**src/rtl/ifetch_line_buffer.sv**
```systemverilog
// Single-line instruction fetch buffer: holds one 4-word line and refills it
// from memory with a 4-beat burst on a miss.
module ifetch_line_buffer (
  input  logic        clk,
  input  logic        rst,
  input  logic        core_req,
  input  logic [31:0] core_addr,
  input  logic        invalidate,
  output logic [31:0] core_inst,
  output logic        core_wait,
  output logic        mem_arvalid,
  input  logic        mem_arready,
  output logic [31:0] mem_araddr,
  input  logic        mem_rvalid,
  input  logic [31:0] mem_rdata,
  input  logic        mem_rlast
);

  localparam int unsigned ADDR_W = 32;
  localparam int unsigned OFF_W  = 4;
  localparam int unsigned TAG_W  = ADDR_W - OFF_W;
  localparam int unsigned WORDS  = 4;

  typedef enum logic [1:0] {
    IDLE = 2'd0,
    AR   = 2'd1,
    RD   = 2'd2
  } state_t;

  state_t              state_q, state_d;
  logic [TAG_W-1:0]    tag_q;
  logic [TAG_W-1:0]    fill_tag_q;
  logic [ADDR_W-1:0]   data_q [WORDS];
  logic                valid_q;
  logic                inval_pend_q;
  logic [1:0]          beat_cnt_q;
  logic                hit_c;
  logic                unused_inputs;

  // The burst length is fixed, so rlast and the byte offset carry no information here.
  assign unused_inputs = &{1'b0, mem_rlast, core_addr[1:0]};

  assign hit_c     = valid_q && (tag_q == core_addr[ADDR_W-1:OFF_W]);
  assign core_inst = data_q[core_addr[3:2]];
  assign core_wait = core_req && !(hit_c && (state_q == IDLE));

  // Next-state and memory request outputs
  always_comb begin
    state_d     = state_q;
    mem_arvalid = 1'b0;
    mem_araddr  = '0;
    case (state_q)
      IDLE: begin
        if (core_req && !hit_c) begin
          state_d = AR;
        end
      end
      AR: begin
        mem_arvalid = 1'b1;
        mem_araddr  = {fill_tag_q, OFF_W'(0)};
        if (mem_arready) begin
          state_d = RD;
        end
      end
      RD: begin
        if (mem_rvalid && (beat_cnt_q == 2'd3)) begin
          state_d = IDLE;
        end
      end
      default: state_d = IDLE;
    endcase
  end

  // State register and line storage
  always_ff @(posedge clk) begin
    if (rst) begin
      state_q      <= IDLE;
      valid_q      <= 1'b0;
      inval_pend_q <= 1'b0;
      beat_cnt_q   <= 2'd0;
      tag_q        <= '0;
      fill_tag_q   <= '0;
      for (int i = 0; i < int'(WORDS); i++) begin
        data_q[i] <= '0;
      end
    end else begin
      state_q <= state_d;
      case (state_q)
        IDLE: begin
          inval_pend_q <= 1'b0;
          if (invalidate) begin
            valid_q <= 1'b0;
          end
          if (state_d == AR) begin
            fill_tag_q <= core_addr[ADDR_W-1:OFF_W];
            valid_q    <= 1'b0;
            beat_cnt_q <= 2'd0;
          end
        end
        AR: begin
          if (invalidate) begin
            inval_pend_q <= 1'b1;
          end
        end
        RD: begin
          if (invalidate) begin
            inval_pend_q <= 1'b1;
          end
          if (mem_rvalid) begin
            data_q[beat_cnt_q] <= mem_rdata;
            beat_cnt_q         <= beat_cnt_q + 2'd1;
            // Final beat: publish the line unless an invalidate arrived during the fill.
            if (beat_cnt_q == 2'd3) begin
              inval_pend_q <= 1'b0;
              if (!inval_pend_q && !invalidate) begin
                valid_q <= 1'b1;
                tag_q   <= fill_tag_q;
              end
            end
          end
        end
        default: ;
      endcase
    end
  end

endmodule

```
**config.mk**
```make
export PLATFORM = sky130hd
export DESIGN_NAME = ifetch_line_buffer
export DESIGN_NICKNAME = d
export VERILOG_FILES = /design/src/rtl/ifetch_line_buffer.sv
export SDC_FILE = /design/constraint.sdc
export NUM_CORES = 1
export LEC_CHECK = 0
export ABC_AREA = 1
export CAP_MARGIN = 15
export CORE_ASPECT_RATIO = 1.4
export CORE_MARGIN = 2
export CORE_UTILIZATION = 54
export DETAILED_ROUTE_END_ITERATION = 8
export PLACE_DENSITY = 0.85
export SLEW_MARGIN = 20
export SYNTH_ARGS = -nofsm -noshare
export SYNTH_HDL_FRONTEND = slang
export SYNTH_SLANG_ARGS = --single-unit
```
**constraint.sdc**
```tcl
create_clock -name clk -period 4.84 [get_ports clk]
set_input_delay 0.968 -clock clk [delete_from_list [all_inputs] [get_ports clk]]
set_output_delay 0.968 -clock clk [all_outputs]
set_load 0.01 [all_outputs]
```
==> impl_results.md, run 1 <==
- Crit end category: primary output
- Row Count: 55
- Switching power: ~1100 uW
- RSZ-0062 raised after global routing: false
- Final Net Count: around 1200
- Num Clock Sinks: between 150 and 200
- Tmin final: ~4 ns
- Num ports: around 140
- Final GP Congestion: 0.774
- Clock Path Buffers: 2
- Grt total ovfl: 0
- Final hold viol count: 0
- Worst Tran Pin Value: ~1 ns
- Register area share after synthesis: a little under three fifths
- Crit-path max cell delay: approximately 0.73 ns
- Ant diodes: 0
- Slew HR: ~33%
- Post-synth top cells: 225 x nor2_1, 148 x nand2_1, 128 x edfxtp_1
- Clk_lat worst skew: between 0.4 and 0.5 ns
- Share of cells above drive strength 1: 11.2%
- P&R area growth vs syn: 22.3%
- Total Negative Setup Slacks: 0 ns
- Post-synth top area cell: edfxtp_1
- DP Wirelength: between 10000 and 15000 microns
- DRC: 9
- Max-Cap Viols: 0
- Setup ws final: between 0.7 and 0.8 ns
- Cts repair resizes: 0
- WL/cell: 15.4 microns
- Postcts setup bufs: 0
- Logic pwr share: around 15%
- Count of final setup violators: 0
- Avg Vias per Cell: 5.35
- Seq pwr share: 47.7%
- Vias in the first global route: between 6000 and 7000
- VDD IR max: slightly above 200 uV
- Worst hold path type: flop to flop
- Reg clk slew, reported paths: ~0.070 ns
- Number of CTS-inserted buffers: 17
- Routed vias: 7171
- Worst Path Arrival: approximately 3.1 ns
- P_int: roughly 2900 uW
- Crit-path cells: buf_2, clkinv_1, buf_12, o21ai_0, o22ai_1, clkdlybuf4s50_1
- Initial DRT Pass Iterations: 9
- Power per Cell Area: about 360 nW/um^2
- CP Launch Type: input pin
- Top-count cell post-synth: nor2_1
- Iteration-0 DRC Markers: ~460
- Final wirelength: 20600 microns
- Crit share post-route: between 80% and 90%
- Core Box Area: 16200 sq um
- H-tree depth: 4
- Starting Density: 55.2%
- Outcome: finished with violations
- Sw frac: approximately 27%
- Post-synth EDFFs: about 130
- CP required: just under 4 ns
- Yosys cell types: 32
- Syn_area_per_cell: 8.77 sq um
- Clock Tree Root: clkbuf_16
- GRT Util Overall: between 20% and 30%
- Violated checks: design-rule violations
- Async S/R FF share, synth: 0%
- Slowest cell on the critical path: clkinv_1
- Initial antenna violation count: 0
- Non-filler instance count after layout: about 1300
- Worst-path fanout max: 33
- Cts hold-fix bufs: 0
- Die W: 113 microns
- WHS: around 0.46 ns
- Number of buffers added on ports: between 100 and 150
- Synth Flop Type: edfxtp_1
- Global-route wire length before repair: 32900 microns
- DP Cell Count: about 1300
- Post-synthesis cell count: slightly above 1000
- Largest net degree at the start of global routing: 65
- Clock power frac: approximately 37%
- YS warnings: 0
- Synth top area share: a little over two fifths
- Final max-slew violation count: 0
- Fmax: between 200 and 250 MHz
- Synth Register Bits: 190
- ANT nets after route: 0
- Setup slack after placement: between 0.8 and 0.9 ns
- Synthesized area: ~9000 sq um
- Clock skew: between 0.015 and 0.02 ns
- Die H: ~160 microns
- TritonCTS clock tree: built
- Setup CP Type: input pin to primary output
- Full die area: roughly 18000 sq um
- Ranking of synthesized cells by area: edfxtp_1 43%, dfxtp_1 14%, nor2_1 9.4%, nand2_1 6.2%, o21ai_0 5.4%
- Static Leak: 0.00460 uW
==> final cells by class <==
class	instances	area [sq um]
Fill cell	1270	5270
Multi-Input combinational cell	639	3070
Clock buffer	17	425
Clock inverter	15	195
Timing Repair Buffer	146	1450
Sequential cell	190	5080
Inverter	134	503
Tap cell	199	249
==> per-stage QoR <==
stage | power, uW | area (sq um) | util [%]
5_1_grt | 4060 | 11000 | 67.6
4_1_cts | 3940 | 11000 | 67.6
3_3_place_gp | 2470 | 10400 | 63.8
2_1_floorplan | 2290 | 8980 | -
3_5_place_dp | 2490 | 10400 | 63.8
6_report | 3910 | 11000 | 67.6
==> cell usage in the layout (no fill, tap or decap), types with 4 or more instances in the layout <==
master | Yosys | routed
clkdlybuf4s50_1 | 0 | 128
nand3b_1 | 9 | 9
dfxtp_1 | 62 | 62
xnor2_1 | 4 | 4
nand3_1 | 13 | 13
a21oi_1 | 35 | 35
edfxtp_1 | 128 | 128
nand2_1 | 148 | 148
conb_1 | 1 | 4
inv_8 | 0 | 5
inv_1 | 108 | 108
nor2_2 | 12 | 12
a21oi_2 | 28 | 28
inv_2 | 23 | 23
o22ai_1 | 33 | 33
clkbuf_16 | 0 | 17
ha_1 | 6 | 5
nor2_1 | 225 | 225
o21ai_0 | 96 | 96
buf_4 | 7 | 14
nand3_2 | 12 | 12
clkinv_1 | 3 | 4
nor3_1 | 4 | 4
==> state kept, by name, indices dropped and copies added, names as in the netlist <==
name          count
valid_q           1
state_q           2
fill_tag_q       28
data_q          128
inval_pend_q      1
tag_q            28
beat_cnt_q        2
==> cell families (layout without fill, tap and decap cells) <==
group           Yosys count  count (layout)  share of synthesized area (%)
compound gates          197             197                           12.7
xor+xnor                  6               6                          0.586
fa+ha+maj                 6               6                          0.837
buf+inv                 197             312                           9.46
flops                   190             190                           56.7
other cells               1               4                         0.0418
simple gates            426             426                           19.7
==> final timing paths <==
kind	slack (ns)	end	start	depth (start not counted)
setup / recovery	0.77	core_inst[13]	core_addr[2]	6
hold / removal	0.46	tag_q[14]	tag_q[14]	2
setup reg to reg	1.95	fill_tag_q[27]	state_q[0]	10
hold reg to reg	0.46	tag_q[14]	tag_q[14]	2
==> worst max-delay path: cells and delay by family <==
kind | cells | cell delay (ns)
buf+inv | 4 | 1.79
compound gates | 2 | 0.33
==> power groups by stage <==
stage	registers, uW	logic (uW)	clock network [uW]
detailed placement	1900	589	0
floorplan	1890	399	0
global placement	1900	575	0
CTS	1870	593	1470
finish	1870	588	1460
global route	1880	649	1540
==> per-layer routing <==
layer | vias up | share of wire [%] | track usage, %
li1 | 3513 | - | -
met1 | 3307 | 38 | 26.8
met2 | 302 | 53 | 42.5
met3 | 49 | 7.6 | 5.42
met4 | 0 | 2.2 | 9.87
met5 | - | 0 | 0
(Power assumes the default switching activity.)
==> inputs of run 2 (changes only) <==
==> constraint.sdc (replaced) <==
create_clock -name clk -period 4.1 [get_ports clk]
set_input_delay 0.82 -clock clk [delete_from_list [all_inputs] [get_ports clk]]
set_output_delay 0.82 -clock clk [all_outputs]
set_load 0.01 [all_outputs]
==> run 2 against run 1 <==
Effect of this change:
- critical endpoint is now core_inst[27]
- sequential cell count is the same
- count of clock-buffer cells in the layout is the same
- cell count rose by 0.45%
- non-clock buffer count up 6
- die area stayed put
- routed wire length about the same
- the run still ends with design-rule violations left
- critical path depth is the same
- via count down 0.40%
==> impl_results.md, run 2 (synthesized netlist as in run 1, its figures left out) <==
- Crit end category: primary output
- Reg area: 5080 sq um (unchanged)
- DP Cell Count: 1314 (+0.46%)
- VDD IR max: 224 uV (+10%)
- Tmin final: 3.65 ns
- RSZ-0062 raised after global routing: false
- Reg clk slew, reported paths: 0.07 ns (about the same)
- Final GP Congestion: 0.772 (-0.19%)
- WL/cell: 15.3 microns (-0.42%)
- Routed vias: 7142 (-0.40%)
- Final hold viol count: 0 (unchanged)
- Initial DRT Pass Iterations: 7 (-2)
- Commonest non-fill, non-tap cells in the layout: 225 x nor2_1, 148 x nand2_1, 128 x edfxtp_1, 128 x clkdlybuf4s50_1, 108 x inv_1
- Cts repair resizes: 0 (unchanged)
- Fmax: ~270 MHz
- Row Count: 55 (unchanged)
- Static Leak: 0.00460 uW (+0.15%)
- Clock Tree Root: clkbuf_16
- TritonCTS clock tree: built
- Number of CTS-inserted buffers: 17 (unchanged)
- Non-filler instance count after layout: 1346 (+0.45%)
- Final Net Count: 1211 (+0.50%)
- Final max-slew violation count: 0 (unchanged)
- Iteration-0 DRC Markers: 403 (-12%)
- Grt total ovfl: 0 (unchanged)
- Ant diodes: 0 (unchanged)
- Max-Cap Viols: 0 (unchanged)
- Placed inst area: 10400 sq um (+0.31%)
- Worst-path fanout max: 9 (-73%)
- Top flop regs: data_q: 128 flops, fill_tag_q: 28 flops, tag_q: 28 flops
- Worst Tran Pin Value: 0.624 ns (-0.373 ns)
- Clock skew: 0.0107 ns (-0.00502 ns)
- Number of buffers added on ports: 129 (unchanged)
- Final wirelength: 20600 microns (about the same)
- Die H: 157 microns (unchanged)
- Core Box Area: 16200 sq um (unchanged)
- Reg with most FFs: data_q
- Die W: 113 microns (unchanged)
- Avg Vias per Cell: 5.31 (-0.85%)
- Setup CP Type: input pin to primary output
- Final instance area: 11000 sq um (+0.12%)
- DRC: 10 (+1)
- Most common cell after layout, fill and taps aside: nor2_1
- Global-route wire length before repair: 32900 microns (+0.19%)
- Largest net degree at the start of global routing: 65 (unchanged)
- Cts hold-fix bufs: 0 (unchanged)
- H-tree depth: 4 (unchanged)
- Multi-input gate area: 3070 sq um (unchanged)
- Clk_lat worst skew: 0.43 ns (about the same)
- Full die area: 17700 sq um (unchanged)
- GRT Util Overall: 23.7% (+0.058 points)
- FF-to-FF setup slack: 1.51 ns (-0.44 ns)
- Starting Density: 55.2% (unchanged)
- Clock Path Buffers: 2 (unchanged)
- CP Launch Type: input pin
- Count of final setup violators: 0 (unchanged)
- Postcts setup bufs: 0 (unchanged)
- DP Wirelength: 12700 microns (+0.37%)
- Violated checks: design-rule violations
- Slew HR: 58.4% (+25 points)
- P&R area growth vs syn: 22.5%
- Power per Cell Area: 416 nW/um^2 (+17%)
- Worst hold path type: flop to flop
- Num Clock Sinks: 190 (unchanged)
- Crit share post-route: 89.0%
- Share of cells above drive strength 1: 11.7% (+0.46 points)
- Num ports: 137 (unchanged)
- Initial antenna violation count: 0 (unchanged)
- Max reg flops: 128 (unchanged)
- Vias in the first global route: 7076 (+2.1%)
- Outcome: finished with violations
- ANT nets after route: 0 (unchanged)
- Total Negative Setup Slacks: 0 ns (unchanged)
- CP required: 3.28 ns (-0.59 ns)
- Fillers: 1250 (-1.6%)
- Worst Path Arrival: 2.83 ns (-0.28 ns)
run 2: path summary, 6_finish.rpt:
path                   endpoint  cells past startpoint         start
hold reg to reg        tag_q[2]                      2      tag_q[2]
hold / removal         tag_q[2]                      2      tag_q[2]
setup / recovery  core_inst[27]                      6  core_addr[3]
setup reg to reg  data_q[0][23]                     10    state_q[0]
run 2: layout make-up:
cell class	count	area share [%]
clock buffer	17	3.87
clock inverter	15	1.61
tap	199	2.27
multi-input combinational	639	27.9
timing repair buffer	152	13.5
inverter	134	4.58
sequential	190	46.3
run 2: critical path: stages:
cell	delay, ns
clkdlybuf4s50_1	0.62
inv_1	0.20
buf_4	0.17
o21ai_0	0.12
o22ai_1	0.29
clkdlybuf4s50_1	0.61
run 2: per-layer routing:
| layer | wire length [microns] | vias up | global-route usage [%] |
|---|---|---|---|
| met5 | 0 | - | 0 |
| met4 | 481 | 0 | 10.2 |
| met3 | 1390 | 42 | 5.03 |
| met2 | 11100 | 249 | 44.5 |
| met1 | 7610 | 3331 | 25.4 |
| li1 | - | 3520 | - |
run 2: power breakdown:
group	internal (uW)	leakage, uW	switching [uW]
clock	871	0.000283	789
combinational	300	0.00249	404
sequential	2140	0.00183	60.9
total	3310	0.00460	1250
run 2: metrics by stage:
| step | power (uW) | setup slack (ns) | utilization (%) | hold WS [ns] |
|---|---|---|---|---|
| after floorplan | 2710 | 0.305 | - | 0.435 |
| after global routing | 4740 | 0.444 | 67.7 | 0.477 |
| after global placement | 2930 | 0.555 | 64.0 | 0.443 |
| after detailed placement | 2950 | 0.524 | 64.0 | 0.452 |
| after CTS | 4600 | 0.519 | 67.7 | 0.463 |
| final | 4570 | 0.450 | 67.7 | 0.461 |
